===== config.mk =====
export PLATFORM = sky130hd
export DESIGN_NAME = fpalu_add_issue
export DESIGN_NICKNAME = d
export VERILOG_FILES = /design/src/rtl/fpalu_add_issue.sv
export SDC_FILE = /design/constraint.sdc
export NUM_CORES = 1
export LEC_CHECK = 0
export ABC_CLOCK_PERIOD_IN_PS = 3000
export BUFFER_PORTS_ARGS = -buffer_cell sky130_fd_sc_hd__buf_2
export CORE_MARGIN = 10
export CORE_UTILIZATION = 30
export CTS_CLUSTER_DIAMETER = 200
export DETAILED_ROUTE_END_ITERATION = 10
export PLACE_DENSITY = 0.6
export SYNTH_ARGS = -nofsm -noshare
export SYNTH_HDL_FRONTEND = slang
export SYNTH_SLANG_ARGS = --single-unit

===== constraint.sdc =====
create_clock -name clk -period 3 [get_ports clk]
set_input_delay 0 -clock clk [delete_from_list [all_inputs] [get_ports clk]]
set_output_delay 0 -clock clk [all_outputs]
set_load 0.02 [all_outputs]

===== src/rtl/fpalu_add_issue.sv =====
// ---------------------------------------------------------------------------
// fpalu_add_issue
//
// Operand issue stage in front of the combinational single-precision adder.
// Operand pairs are queued in a small FIFO, then moved one at a time into a
// registered output slot that feeds the adder directly. While a pair is
// loaded, both operands are classified (zero / denormal, infinity, NaN) and
// a ready-made IEEE-754 result is registered next to them. Downstream logic
// uses that result instead of the adder's sum whenever `special` is set.
//
// Parameters:
//   DEPTH           FIFO entries (power of two, at least 2)
//   AW              log2(DEPTH)
//
// Ports:
//   clk             clock, all state changes on the rising edge
//   rst             asynchronous active-high reset
//   in_valid        producer offers an operand pair
//   in_ready        FIFO can accept a pair (not full)
//   in_a, in_b      IEEE-754 single-precision operands from the producer
//   out_valid       output slot holds a pair
//   out_ready       consumer takes the slot this cycle
//   a_out, b_out    registered operands, wired to the adder inputs
//   special         at least one operand is zero/denormal, inf or NaN
//   special_result  bypass result, 0 when special is 0
//   count           FIFO occupancy 0..DEPTH, output slot not included
// ---------------------------------------------------------------------------
module fpalu_add_issue #(
    parameter int DEPTH = 4,
    parameter int AW    = 2
) (
    input  logic          clk,
    input  logic          rst,
    input  logic          in_valid,
    output logic          in_ready,
    input  logic [31:0]   in_a,
    input  logic [31:0]   in_b,
    output logic          out_valid,
    input  logic          out_ready,
    output logic [31:0]   a_out,
    output logic [31:0]   b_out,
    output logic          special,
    output logic [31:0]   special_result,
    output logic [AW:0]   count
);

    localparam logic [AW:0] FULL_COUNT = (AW + 1)'(DEPTH);
    localparam logic [31:0] QNAN       = 32'h7FC0_0000;
    localparam logic [31:0] NEG_ZERO   = 32'h8000_0000;

    logic [63:0]   mem [DEPTH];
    logic [AW-1:0] wr_ptr;
    logic [AW-1:0] rd_ptr;

    logic          push;
    logic          load;
    logic [31:0]   head_a;
    logic [31:0]   head_b;
    logic          a_zero, a_inf, a_nan;
    logic          b_zero, b_inf, b_nan;
    logic          head_special;
    logic [31:0]   head_result;

    // in_ready is decoded only from the registered occupancy, so a pop in
    // the same cycle never makes room for a push while the FIFO is full.
    // The output slot refills from the head whenever it is empty or being
    // consumed, which gives one pair per cycle with out_ready held high.
    always_comb begin
        in_ready = (count != FULL_COUNT);
        push     = in_valid && in_ready;
        load     = (count != '0) && (!out_valid || out_ready);
        head_a   = mem[rd_ptr][63:32];
        head_b   = mem[rd_ptr][31:0];
    end

    // Classify both head operands by exponent and mantissa. Denormals count
    // as zero because the adder flushes them anyway. The resulting bypass
    // value follows a fixed priority: any NaN, then inf minus inf, then a
    // single infinity (a wins when both are the same infinity), then the
    // signed-zero rule, then pass-through of the non-zero operand.
    always_comb begin
        a_zero = (head_a[30:23] == 8'h00);
        a_inf  = (head_a[30:23] == 8'hFF) && (head_a[22:0] == '0);
        a_nan  = (head_a[30:23] == 8'hFF) && (head_a[22:0] != '0);
        b_zero = (head_b[30:23] == 8'h00);
        b_inf  = (head_b[30:23] == 8'hFF) && (head_b[22:0] == '0);
        b_nan  = (head_b[30:23] == 8'hFF) && (head_b[22:0] != '0);

        head_special = a_zero || a_inf || a_nan || b_zero || b_inf || b_nan;
        head_result  = '0;
        if (a_nan || b_nan) begin
            head_result = QNAN;
        end else if (a_inf && b_inf && (head_a[31] != head_b[31])) begin
            head_result = QNAN;
        end else if (a_inf) begin
            head_result = head_a;
        end else if (b_inf) begin
            head_result = head_b;
        end else if (a_zero && b_zero) begin
            head_result = (head_a[31] && head_b[31]) ? NEG_ZERO : 32'h0;
        end else if (a_zero) begin
            head_result = head_b;
        end else if (b_zero) begin
            head_result = head_a;
        end
    end

    // FIFO storage carries no reset; entries are only ever read after they
    // have been written, so stale contents after a reset are harmless.
    always_ff @(posedge clk) begin
        if (push) begin
            mem[wr_ptr] <= {in_a, in_b};
        end
    end

    // Pointers wrap naturally at DEPTH. Occupancy moves by one on a lone
    // push or lone load and holds when both happen together.
    always_ff @(posedge clk or posedge rst) begin
        if (rst) begin
            wr_ptr <= '0;
            rd_ptr <= '0;
            count  <= '0;
        end else begin
            if (push) begin
                wr_ptr <= wr_ptr + 1'b1;
            end
            if (load) begin
                rd_ptr <= rd_ptr + 1'b1;
            end
            case ({push, load})
                2'b10:   count <= count + 1'b1;
                2'b01:   count <= count - 1'b1;
                default: count <= count;
            endcase
        end
    end

    // The output slot captures the head together with its classification,
    // then holds everything steady until the consumer takes it. When nothing
    // is queued, a taken slot simply goes invalid and keeps its old data.
    always_ff @(posedge clk or posedge rst) begin
        if (rst) begin
            out_valid      <= 1'b0;
            a_out          <= '0;
            b_out          <= '0;
            special        <= 1'b0;
            special_result <= '0;
        end else if (load) begin
            out_valid      <= 1'b1;
            a_out          <= head_a;
            b_out          <= head_b;
            special        <= head_special;
            special_result <= head_result;
        end else if (out_ready) begin
            out_valid      <= 1'b0;
        end
    end

endmodule


==> impl_metrics.py, run 1 <==
metrics = {
    "sta": {
        "finalHoldWorstSlack_ns": 0.157,
        "skew_ns": 0.0281,
        "worst_slack_ns": 0.0664,
        "hold_viol_final": 0,
        "clock.fmax_mhz": 341,
        "setup_viol": 0,
        "slew-limit-headroom_pct": 31.0,
        "rsz0062_at_grt": "true",
        "layout_worst_path_cycle_share_pct": 97.8,
        "period_minus_slack_ns": 2.93,
        "tightestPinTransition_ns": 1.04,
        "slew_viol_final": 0,
    },
    "place": {
        "port_buffers": 169,
        "gp_congestion": 0.805,
        "hpwl_um": 27300,
        "post-place-ws_ns": -0.143,
    },
    "global_route": {
        "grt_antenna_before_repair": 4,
        "grt_max_degree": 90,
        "grt_pass1_vias": 9053,
        "grt_overflow": 0,
        "grt_usage_pct": 13.8,
        "grt_pass1_wl_um": 58600,
    },
    "power_and_ir_drop": {
        "power.total_mw": 19.3,
        "powerDensity_mw_per_mm2": 1040,
        "ir_worst_vdd_v": 0.00132,
        "leakage_nw": 7.27,
    },
    "cts": {
        "cts_root_buffer": "clkbuf_16",
        "cts_tree": "yes",
        "clock-sinks": 361,
        "clock_path_buffers": 3,
        "cts_buffers": 37,
        "cts.clk_slew.worst_paths_ns": 0.06,
        "htreeDepth": 2,
        "clkLatencyLatePin_ns": 0.54,
    },
    "floorplanning": {
        "ios": 170,
        "die-width_um": 236,
        "die_y_um": 236,
        "placementRows": 79,
        "core_sq_mm": 0.0464,
        "die_area_sq_mm": 0.0558,
        "initial_core_util_pct": 30.2,
    },
    "synthesis": {
        "ys_seq_elements": 361,
        "ys_warn_count": 0,
        "netlist_area_sq_mm": 0.0140,
        "ys_types": 51,
        "synth-seq-area-share_pct": 73.6,
        "synth-main-ff-cell": "edfxtp_1",
        "syn_avg_cell_area_sq_um": 16.6,
        "syn-num-nets": 921,
        "async_reset_ff_share_pct": 29.1,
        "syn_inst": 846,
        "synth_edf_count": 256,
    },
    "worst_hold_path": {
        "hold_path_class": "input pin to asynchronous set/reset pin",
    },
    "detailed_routing": {
        "num_vias": 8640,
        "antenna_left": 0,
        "wl_per_cell_um": 21.6,
        "viasPerCell": 4.72,
        "drcViolationCount": 0,
        "route.met3.wl_um": 3250,
        "drt-pass1-iter-count": 5,
        "wirelength_um": 39500,
        "wirelength_met1_um": 16600,
        "wl_met2_um": 19000,
        "first_iter_violations": 827,
        "routed.top_layer": "met4",
    },
    "finish": {
        "drive_gt1_share_pct": 36.1,
        "nNetsFinal": 1263,
        "synthToLayoutAreaGrowth_pct": 32.5,
        "nFillCells": 4231,
    },
    "worst_setup_path": {
        "r2r-start": "rd_ptr[0]",
        "cp-startpoint": "rd_ptr[0]",
        "crit_path_end_kind": "register",
        "criticalPathCategory": "register to register",
        "crit_required_ns": 3.42,
        "start_kind": "register",
        "crit_arrival_ns": 3.35,
        "path_max_fanout": 12,
    },
    "status": {
        "status": "completed",
    },
    "run": {
        "drv_cap": 0,
    },
}
-- cell usage in the layout (no fill, tap or decap), drive strengths merged, types with 12 or more instances in the layout --
master and count:
buf 280, edfxtp 256, nand2 220, dfrtp 105
dlygate4sd3 67, mux4 63, clkbuf 53, o21ai 26
a32oi 15, inv 12, nor4 12
-- routing by layer --
metal	GRT usage [%]	vias up
li1	-	3910
met1	17.9	4398
met2	22.1	285
met3	3.97	47
met4	3.40	0
met5	0	-
-- stage by stage --
step                cells  TNS, ns  utilization [%]  cell area, sq um
finish               1829        0             40.1             18600
global route         1826   -0.506             40.0             18600
CTS                  1813        0             39.5             18300
detailed placement   1674    -2.26             35.3             16300
global placement     1674   -0.750             35.3             16300
floorplan             846        0                -             14000
-- cells by family (layout without fill, tap and decap cells) --
family	Yosys count	after routing	synth area share (%)
AOI/OAI and AO/OA	83	83	4.68
other	0	5	0
adders and majority gates	7	7	0.679
xor gates and xnor gates	6	6	0.375
and+or+nand+nor	266	266	7.96
muxes	67	67	10.5
buffers and inverters	56	427	2.23
DFF	361	361	73.6
-- state kept, by name, summed over array words and instances, names as in the netlist --
register / count
a_out: 32
b_out: 32
count: 3
mem: 256
out_valid: 1
rd_ptr: 2
special: 1
special_result: 32
wr_ptr: 2
-- power breakdown --
group / leakage, nW / internal, mW / switching, mW
combinational: 3.01 / 3.11 / 4.32
clock: 0.600 / 2.77 / 1.91
sequential: 3.66 / 6.69 / 0.496
total: 7.27 / 12.6 / 6.73
-- cell type report --
cell class | count | area, sq um | share of cell area [%]
clock buffer | 51 | 1030 | 5.55
timing repair buffer | 349 | 2680 | 14.4
inverter | 10 | 40.0 | 0.216
antenna | 5 | 12.5 | 0.0674
sequential | 361 | 10300 | 55.6
multi-input combinational | 429 | 3530 | 19.0
tap | 607 | 759 | 4.09
clock inverter | 17 | 205 | 1.10
-- Yosys cell counts (6+ instances only) --
library cell | instances | share of area, %
buf_2 | 6 | 0.21
a22oi_1 | 7 | 0.38
clkbuf_1 | 24 | 0.64
inv_1 | 10 | 0.27
o22a_1 | 9 | 0.56
edfxtp_1 | 256 | 55
o21a_1 | 7 | 0.38
nand2_1 | 220 | 5.9
buf_6 | 6 | 0.48
nor2_1 | 8 | 0.21
a32oi_1 | 15 | 0.94
ha_1 | 6 | 0.54
nor4_1 | 11 | 0.49
o21ai_1 | 22 | 0.79
nand4_1 | 6 | 0.27
a32o_1 | 9 | 0.64
dfrtp_1 | 105 | 19
mux4_2 | 63 | 10
-- critical path, cell delays in order, from the launching register on --
cell,delay [ns]
dfrtp_4,0.51
buf_12,0.16
buf_12,0.14
buf_12,0.13
mux4_2,0.46
or4_4,0.56
nor2_4,0.15
o32ai_4,0.11
buf_6,0.16
a32o_2,0.25
o22a_1,0.18
-- path summary, 6_finish.rpt --
check,end,slack (ns),cells past startpoint
max,special_result[27],0.07,10
min,a_out[2],0.16,3
max reg2reg,special_result[27],0.07,10
min reg2reg,b_out[5],0.47,2
max in group asynchronous,b_out[17],2.05,4
min in group clk,mem[0][28],0.22,2
-- timing repair --
action / 4_1_cts / 5_1_grt
pin swaps: 1 / 13
hold endpoints to repair: 311 / 0
hold buffers: 67 / 0
gates resized for setup: 3 / 25
cloned: 0 / 2
setup buffers: 4 / 11
endpoints found under the setup margin: 32 / 32
(Power assumes the default switching activity.)
==> inputs of run 2 (changes only) <==
--- a/config.mk
+++ b/config.mk
@@ -8,10 +8,10 @@
 export ABC_CLOCK_PERIOD_IN_PS = 3000
 export BUFFER_PORTS_ARGS = -buffer_cell sky130_fd_sc_hd__buf_2
 export CORE_MARGIN = 10
-export CORE_UTILIZATION = 30
+export CORE_UTILIZATION = 52
 export CTS_CLUSTER_DIAMETER = 200
 export DETAILED_ROUTE_END_ITERATION = 10
-export PLACE_DENSITY = 0.6
+export PLACE_DENSITY = 0.87
 export SYNTH_ARGS = -nofsm -noshare
 export SYNTH_HDL_FRONTEND = slang
 export SYNTH_SLANG_ARGS = --single-unit
==> run 2 against run 1 <==
The run now ends with negative setup slack left. Sequential cell count did not move. Via count rose by 8.9%. First-iteration DRC count up 28%. Cell area shrank 2.1%. Cell count shrank 15%. Clock skew decreased by 0.0029 ns. Power shrank 0.56%. Clock-buffer cell count down 1. Core utilization rose by 28 points. Worst hold slack improved by 0.084 ns. Setup slack worse by 0.23 ns. Critical path type unchanged. Largest cell class unchanged. Largest power group unchanged.
==> impl_metrics.py, run 2 (synthesized netlist as in run 1, its figures left out) <==
metrics = {
    "finish": {
        "nNetsFinal": 1258,
        "fin_area_sq_mm": 0.0182,
        "drive_gt1_share_pct": 36.3,
        "layout_common_cells": "edfxtp_1, nand2_1, buf_2, dfrtp_1, buf_4",
        "final_common_cell": "edfxtp_1",
        "seqCellArea_sq_mm": 0.0103,
        "largest_reg_flops": 256,
        "synthToLayoutAreaGrowth_pct": 29.8,
        "regMostFlops": "mem",
        "multi_input_area_sq_mm": 0.00362,
        "nFillCells": 1633,
        "final_cells": 1551,
    },
    "cts": {
        "cts_root_buffer": "clkbuf_16",
        "clock-sinks": 361,
        "clock_path_buffers": 3,
        "cts_tree": "yes",
        "cts_buffers": 36,
        "cts.clk_slew.worst_paths_ns": 0.07,
        "htreeDepth": 2,
        "clkLatencyLatePin_ns": 0.53,
    },
    "floorplanning": {
        "placementRows": 60,
        "die-width_um": 184,
        "core_sq_mm": 0.0267,
        "ios": 170,
        "initial_core_util_pct": 52.4,
        "die_area_sq_mm": 0.0339,
        "die_y_um": 184,
    },
    "worst_setup_path": {
        "path_max_fanout": 9,
        "crit_arrival_ns": 3.56,
        "cp-startpoint": "rd_ptr[0]",
        "crit_required_ns": 3.40,
        "ff2ff_path_depth": 12,
        "timing.critical_path.to": "special_result[22]",
        "r2r-start": "rd_ptr[0]",
        "r2r_setup_slack_ns": -0.16,
        "rr_endpoint": "special_result[22]",
        "criticalPathCategory": "register to register",
        "crit_path_end_kind": "register",
        "start_kind": "register",
    },
    "place": {
        "dp.cells": 1385,
        "gp_congestion": 0.854,
        "placed_cell_area_sq_mm": 0.0157,
        "hpwl_um": 24400,
        "port_buffers": 169,
        "post-place-ws_ns": -0.201,
    },
    "power_and_ir_drop": {
        "leakage_nw": 7.19,
        "intPower_mw": 12.3,
        "ir_worst_vdd_v": 0.000557,
        "powerDensity_mw_per_mm2": 1060,
        "seqPwrFrac_pct": 37.9,
        "p_comb_share_pct": 39.1,
        "clockPowerShare_pct": 23.0,
        "p_switching_mw": 6.86,
        "switching_share_pct": 35.7,
    },
    "global_route": {
        "grt_overflow": 0,
        "use_met3_pct": 5.47,
        "grt_pass1_vias": 9551,
        "busiest_layer": "met2",
        "grt_pass1_wl_um": 57300,
        "grt_antenna_before_repair": 1,
        "grt_max_degree": 90,
        "grt_usage_pct": 22.3,
        "use_met1_pct": 27.6,
        "grt_use_met2_pct": 36.7,
    },
    "sta": {
        "tightestPinTransition_ns": 1.06,
        "layout_worst_path_cycle_share_pct": 105,
        "slew-limit-headroom_pct": 29.5,
        "period_minus_slack_ns": 3.16,
        "rsz0062_at_grt": "true",
        "worst_slack_ns": -0.161,
        "setup_viol": 32,
        "skew_ns": 0.0252,
        "hold_viol_final": 0,
        "slew_viol_final": 0,
        "clock.fmax_mhz": 316,
    },
    "detailed_routing": {
        "antenna_left": 0,
        "wirelength_um": 40300,
        "viasPerCell": 6.07,
        "first_iter_violations": 1061,
        "drt-pass1-iter-count": 6,
        "num_vias": 9409,
        "wl_per_cell_um": 26.0,
        "drcViolationCount": 0,
    },
    "status": {
        "violations": "negative setup slack",
        "status": "complete, but fails checks",
    },
    "run": {
        "drv_cap": 0,
    },
    "worst_hold_path": {
        "hold_path_class": "input pin to register",
    },
}
[run 2: changes by cell type in the layout (fill, tap and decap cells not counted), sizes merged]
cell,previous run,this run
clkinvlp,2,3
inv,12,11
diode,5,1
o31ai,2,3
buf,280,274
clkinv,9,7
bufinv,4,3
[run 2: cell type report]
class / instances / share of cell area (%)
timing repair buffer: 344 / 14.5
clock inverter: 14 / 0.832
antenna: 1 / 0.0138
sequential: 361 / 56.7
multi-input combinational: 430 / 19.9
inverter: 10 / 0.220
tap: 341 / 2.35
clock buffer: 50 / 5.41
[run 2: worst min path at each step]
stage / startpoint / to / cells after the start
floorplan: in_b[0] / mem[0][0] / 0
global placement: in_a[20] / mem[3][52] / 1
detailed placement: in_a[2] / mem[3][34] / 1
CTS: in_a[25] / mem[2][57] / 2
global route: in_a[23] / mem[2][55] / 2
finish: in_a[23] / mem[2][55] / 2
[run 2: per-layer routing]
metal	part of all wire [%]	vias to the layer above
li1	-	3894
met1	35	4675
met2	49	721
met3	11	119
met4	4.2	0
met5	0	-
[run 2: worst max-delay path, stage by stage, from the launching register on]
cell     delay [ns]
dfrtp_4        0.55
buf_12         0.16
buf_16         0.14
buf_8          0.14
buf_4          0.13
mux4_2         0.45
nor3_2         0.21
nand4_1        0.18
buf_6          0.20
or2_4          0.26
buf_6          0.15
a32o_1         0.28
o22a_1         0.19
[run 2: timing repair]
| item | CTS | global route |
|---|---|---|
| hold endpoints to repair | 333 | 0 |
| pin swaps | 2 | 25 |
| hold buffers | 67 | 0 |
| gates resized for setup | 13 | 37 |
| cloned | 2 | 5 |
| endpoints found under the setup margin | 31 | 32 |
| setup buffers | 2 | 25 |
[run 2: per-stage QoR]
| step | hold slack [ns] | util [%] | TNS [ns] | total power [mW] |
|---|---|---|---|---|
| after floorplan | 0.0989 | - | 0 | 11.1 |
| after global placement | 0.210 | 58.9 | -0.970 | 13.7 |
| after detailed placement | 0.217 | 58.9 | -2.41 | 13.9 |
| after CTS | 0.232 | 66.2 | 0 | 18.6 |
| after global routing | 0.252 | 68.1 | -4.95 | 19.9 |
| final | 0.241 | 68.1 | -2.93 | 19.2 |
[run 2: power by group through the flow]
stage	clock network [mW]	logic (mW)	registers [mW]
detailed placement	0	6.62	7.31
floorplan	0	3.21	7.85
global placement	0	6.50	7.22
CTS	4.42	6.92	7.24
global route	4.64	7.91	7.36
finish	4.42	7.50	7.27
==> inputs of run 3 (changes only) <==
==> config.mk (replaced) <==
export PLATFORM = sky130hd
export DESIGN_NAME = fpalu_add_issue
export DESIGN_NICKNAME = d
export VERILOG_FILES = /design/src/rtl/fpalu_add_issue.sv
export SDC_FILE = /design/constraint.sdc
export NUM_CORES = 1
export LEC_CHECK = 0
export ABC_CLOCK_PERIOD_IN_PS = 3200
export BUFFER_PORTS_ARGS = -buffer_cell sky130_fd_sc_hd__buf_2
export CORE_MARGIN = 10
export CORE_UTILIZATION = 58
export CTS_CLUSTER_DIAMETER = 200
export DETAILED_ROUTE_END_ITERATION = 10
export PLACE_DENSITY = 0.92
export SYNTH_ARGS = -nofsm -noshare
export SYNTH_HDL_FRONTEND = slang
export SYNTH_SLANG_ARGS = --single-unit
==> constraint.sdc (replaced) <==
create_clock -name clk -period 3.2 [get_ports clk]
set_input_delay 0 -clock clk [delete_from_list [all_inputs] [get_ports clk]]
set_output_delay 0 -clock clk [all_outputs]
set_load 0.02 [all_outputs]
==> run 3 against run 2 <==
The run still ends with negative setup slack left. Setup slack gained 0.037 ns. Via count grew 2.0%. Clock power shrank 9.0%. Cell count shrank 3.2%. Core utilization grew 6.4 points. Register-to-register slack gained 0.04 ns. Non-clock buffer count shrank 30. Clock-buffer cell count grew 4. First-iteration DRC count grew 59%. Sequential power shrank 5.8%. Highest routed layer is now met5.
==> impl_metrics.py, run 3 (synthesized netlist as in run 1, its figures left out) <==
metrics = {
    "floorplanning": {
        "die_area_sq_mm": 0.0308,
        "die_y_um": 175,
        "initial_core_util_pct": 59.3,
        "core_sq_mm": 0.0236,
        "die-width_um": 175,
        "placementRows": 56,
        "ios": 170,
    },
    "worst_setup_path": {
        "crit_arrival_ns": 3.74,
        "crit_path_end_kind": "register",
        "cp-startpoint": "rd_ptr[0]",
        "r2r-start": "rd_ptr[0]",
        "timing.critical_path.mode_cell": "buf_12",
        "crit_path_cell_trace": "buf_12 > buf_12 > mux4_2 > nor4_2 > nand2_1 > buf_4 > o32ai_4 > buf_12 > a32oi_1 > o21ai_1",
        "start_kind": "register",
        "crit_family": "buffers and inverters",
        "path_max_fanout": 22,
        "cpPeakStageDelay_ns": 0.58,
        "crit_required_ns": 3.62,
        "path_buf_inv": 4,
        "critPathSlowestCell": "mux4_2",
        "criticalPathCategory": "register to register",
    },
    "global_route": {
        "grt_overflow": 0,
        "grt_pass1_wl_um": 61200,
        "grt_max_degree": 90,
        "grt_antenna_before_repair": 5,
        "grt_pass1_vias": 10000,
        "grt_usage_pct": 25.9,
    },
    "detailed_routing": {
        "viasPerCell": 6.39,
        "wl_per_cell_um": 28.0,
        "num_vias": 9596,
        "wirelength_um": 42100,
        "drcViolationCount": 0,
        "first_iter_violations": 1689,
        "drt-pass1-iter-count": 8,
        "antenna_left": 0,
    },
    "finish": {
        "drive_gt1_share_pct": 33.2,
        "regMostFlops": "mem",
        "postLayoutCoreUtil_pct": 74.5,
        "nNetsFinal": 1228,
        "final_common_cell": "edfxtp_1",
        "synthToLayoutAreaGrowth_pct": 25.5,
        "final_cells": 1502,
        "layout_common_cells": "edfxtp_1, nand2_1, buf_2, dfrtp_1, buf_4",
        "largest_reg_flops": 256,
    },
    "place": {
        "port_buffers": 169,
        "hpwl_um": 25400,
        "dp.cells": 1355,
        "post-place-ws_ns": -0.119,
        "gp_congestion": 0.886,
    },
    "cts": {
        "clkLatencyLatePin_ns": 0.53,
        "cts_root_buffer": "clkbuf_16",
        "cts_tree": "yes",
        "htreeDepth": 2,
        "clock_path_buffers": 3,
        "clock-sinks": 361,
        "cts.clk_slew.worst_paths_ns": 0.06,
        "cts_buffers": 35,
    },
    "sta": {
        "finalHoldWorstSlack_ns": 0.151,
        "clock.fmax_mhz": 301,
        "hold_viol_final": 0,
        "layout_worst_path_cycle_share_pct": 104,
        "slew-limit-headroom_pct": 33.0,
        "skew_ns": 0.0243,
        "tightestPinTransition_ns": 1.00,
        "worst_slack_ns": -0.124,
        "setup_viol": 16,
        "slew_viol_final": 0,
        "period_minus_slack_ns": 3.32,
    },
    "power_and_ir_drop": {
        "clockPowerShare_pct": 23.1,
        "intPower_mw": 11.1,
        "switching_share_pct": 36.4,
        "power.total_mw": 17.4,
        "seqPwrFrac_pct": 39.4,
        "p_comb_share_pct": 37.5,
        "p_switching_mw": 6.32,
        "powerDensity_mw_per_mm2": 989,
        "leakage_nw": 6.95,
        "ir_worst_vdd_v": 0.000570,
    },
    "status": {
        "status": "complete, but fails checks",
        "violations": "negative setup slack",
    },
    "run": {
        "drv_cap": 0,
    },
    "worst_hold_path": {
        "hold_path_class": "input pin to asynchronous set/reset pin",
    },
}
-- run 3: cell count changes in the layout (fill, tap and decap cells not counted), sizes merged, moves of 2 or more --
cell	delta
buf	-27
bufinv	-2
diode	+3
clkinvlp	-2
-- run 3: stage by stage --
step,instance area [sq um],setup TNS [ns]
2_1_floorplan,14000,0
3_3_place_gp,15600,-0.610
3_5_place_dp,15600,-1.60
4_1_cts,17400,0
5_1_grt,17600,-3.19
6_report,17600,-0.756
-- run 3: per-layer routing --
layer	part of all wire, %	wire length, um	track usage (%)
met1	33	13900	31.6
met2	49	20500	43.3
met3	12	5210	7.06
met4	5.7	2380	10.4
met5	0.097	41	0
-- run 3: final cells by class --
type	count	area, sq um
antenna	4	10.0
clock buffer	54	1040
clock inverter	9	66.3
fill	1277	6030
inverter	10	40.0
multi-input combinational	431	3510
sequential	361	10300
tap	319	399
timing repair buffer	314	2200
-- run 3: path summary, 6_finish.rpt --
kind / endpoint / slack [ns] / cells after the start
max: special_result[12] / -0.12 / 10
min: out_valid / 0.15 / 3
max reg2reg: special_result[12] / -0.12 / 10
min reg2reg: b_out[8] / 0.47 / 2
max in group asynchronous: rd_ptr[1] / 2.08 / 4
min in group clk: mem[1][26] / 0.23 / 2
-- run 3: what timing repair did --
item | 4_1_cts | 5_1_grt
pin swaps | 2 | 3
hold buffers | 67 | 0
gates resized for setup | 3 | 13
endpoints found under the setup margin | 32 | 32
gates cloned | 1 | 1
buffers inserted | 5 | 6
endpoints found under the hold margin | 304 | 0
-- run 3: worst min-delay path: cells and delay by family --
kind	cells	cell delay, ns
buffers and inverters	3	1.15
-- run 3: power groups by stage --
stage	combinational, mW	sequential, mW	clock [mW]
floorplan	3.01	7.36	0
global placement	5.79	6.80	0
detailed placement	5.96	6.89	0
CTS	6.24	6.80	4.01
global route	6.86	6.93	4.19
finish	6.53	6.85	4.02
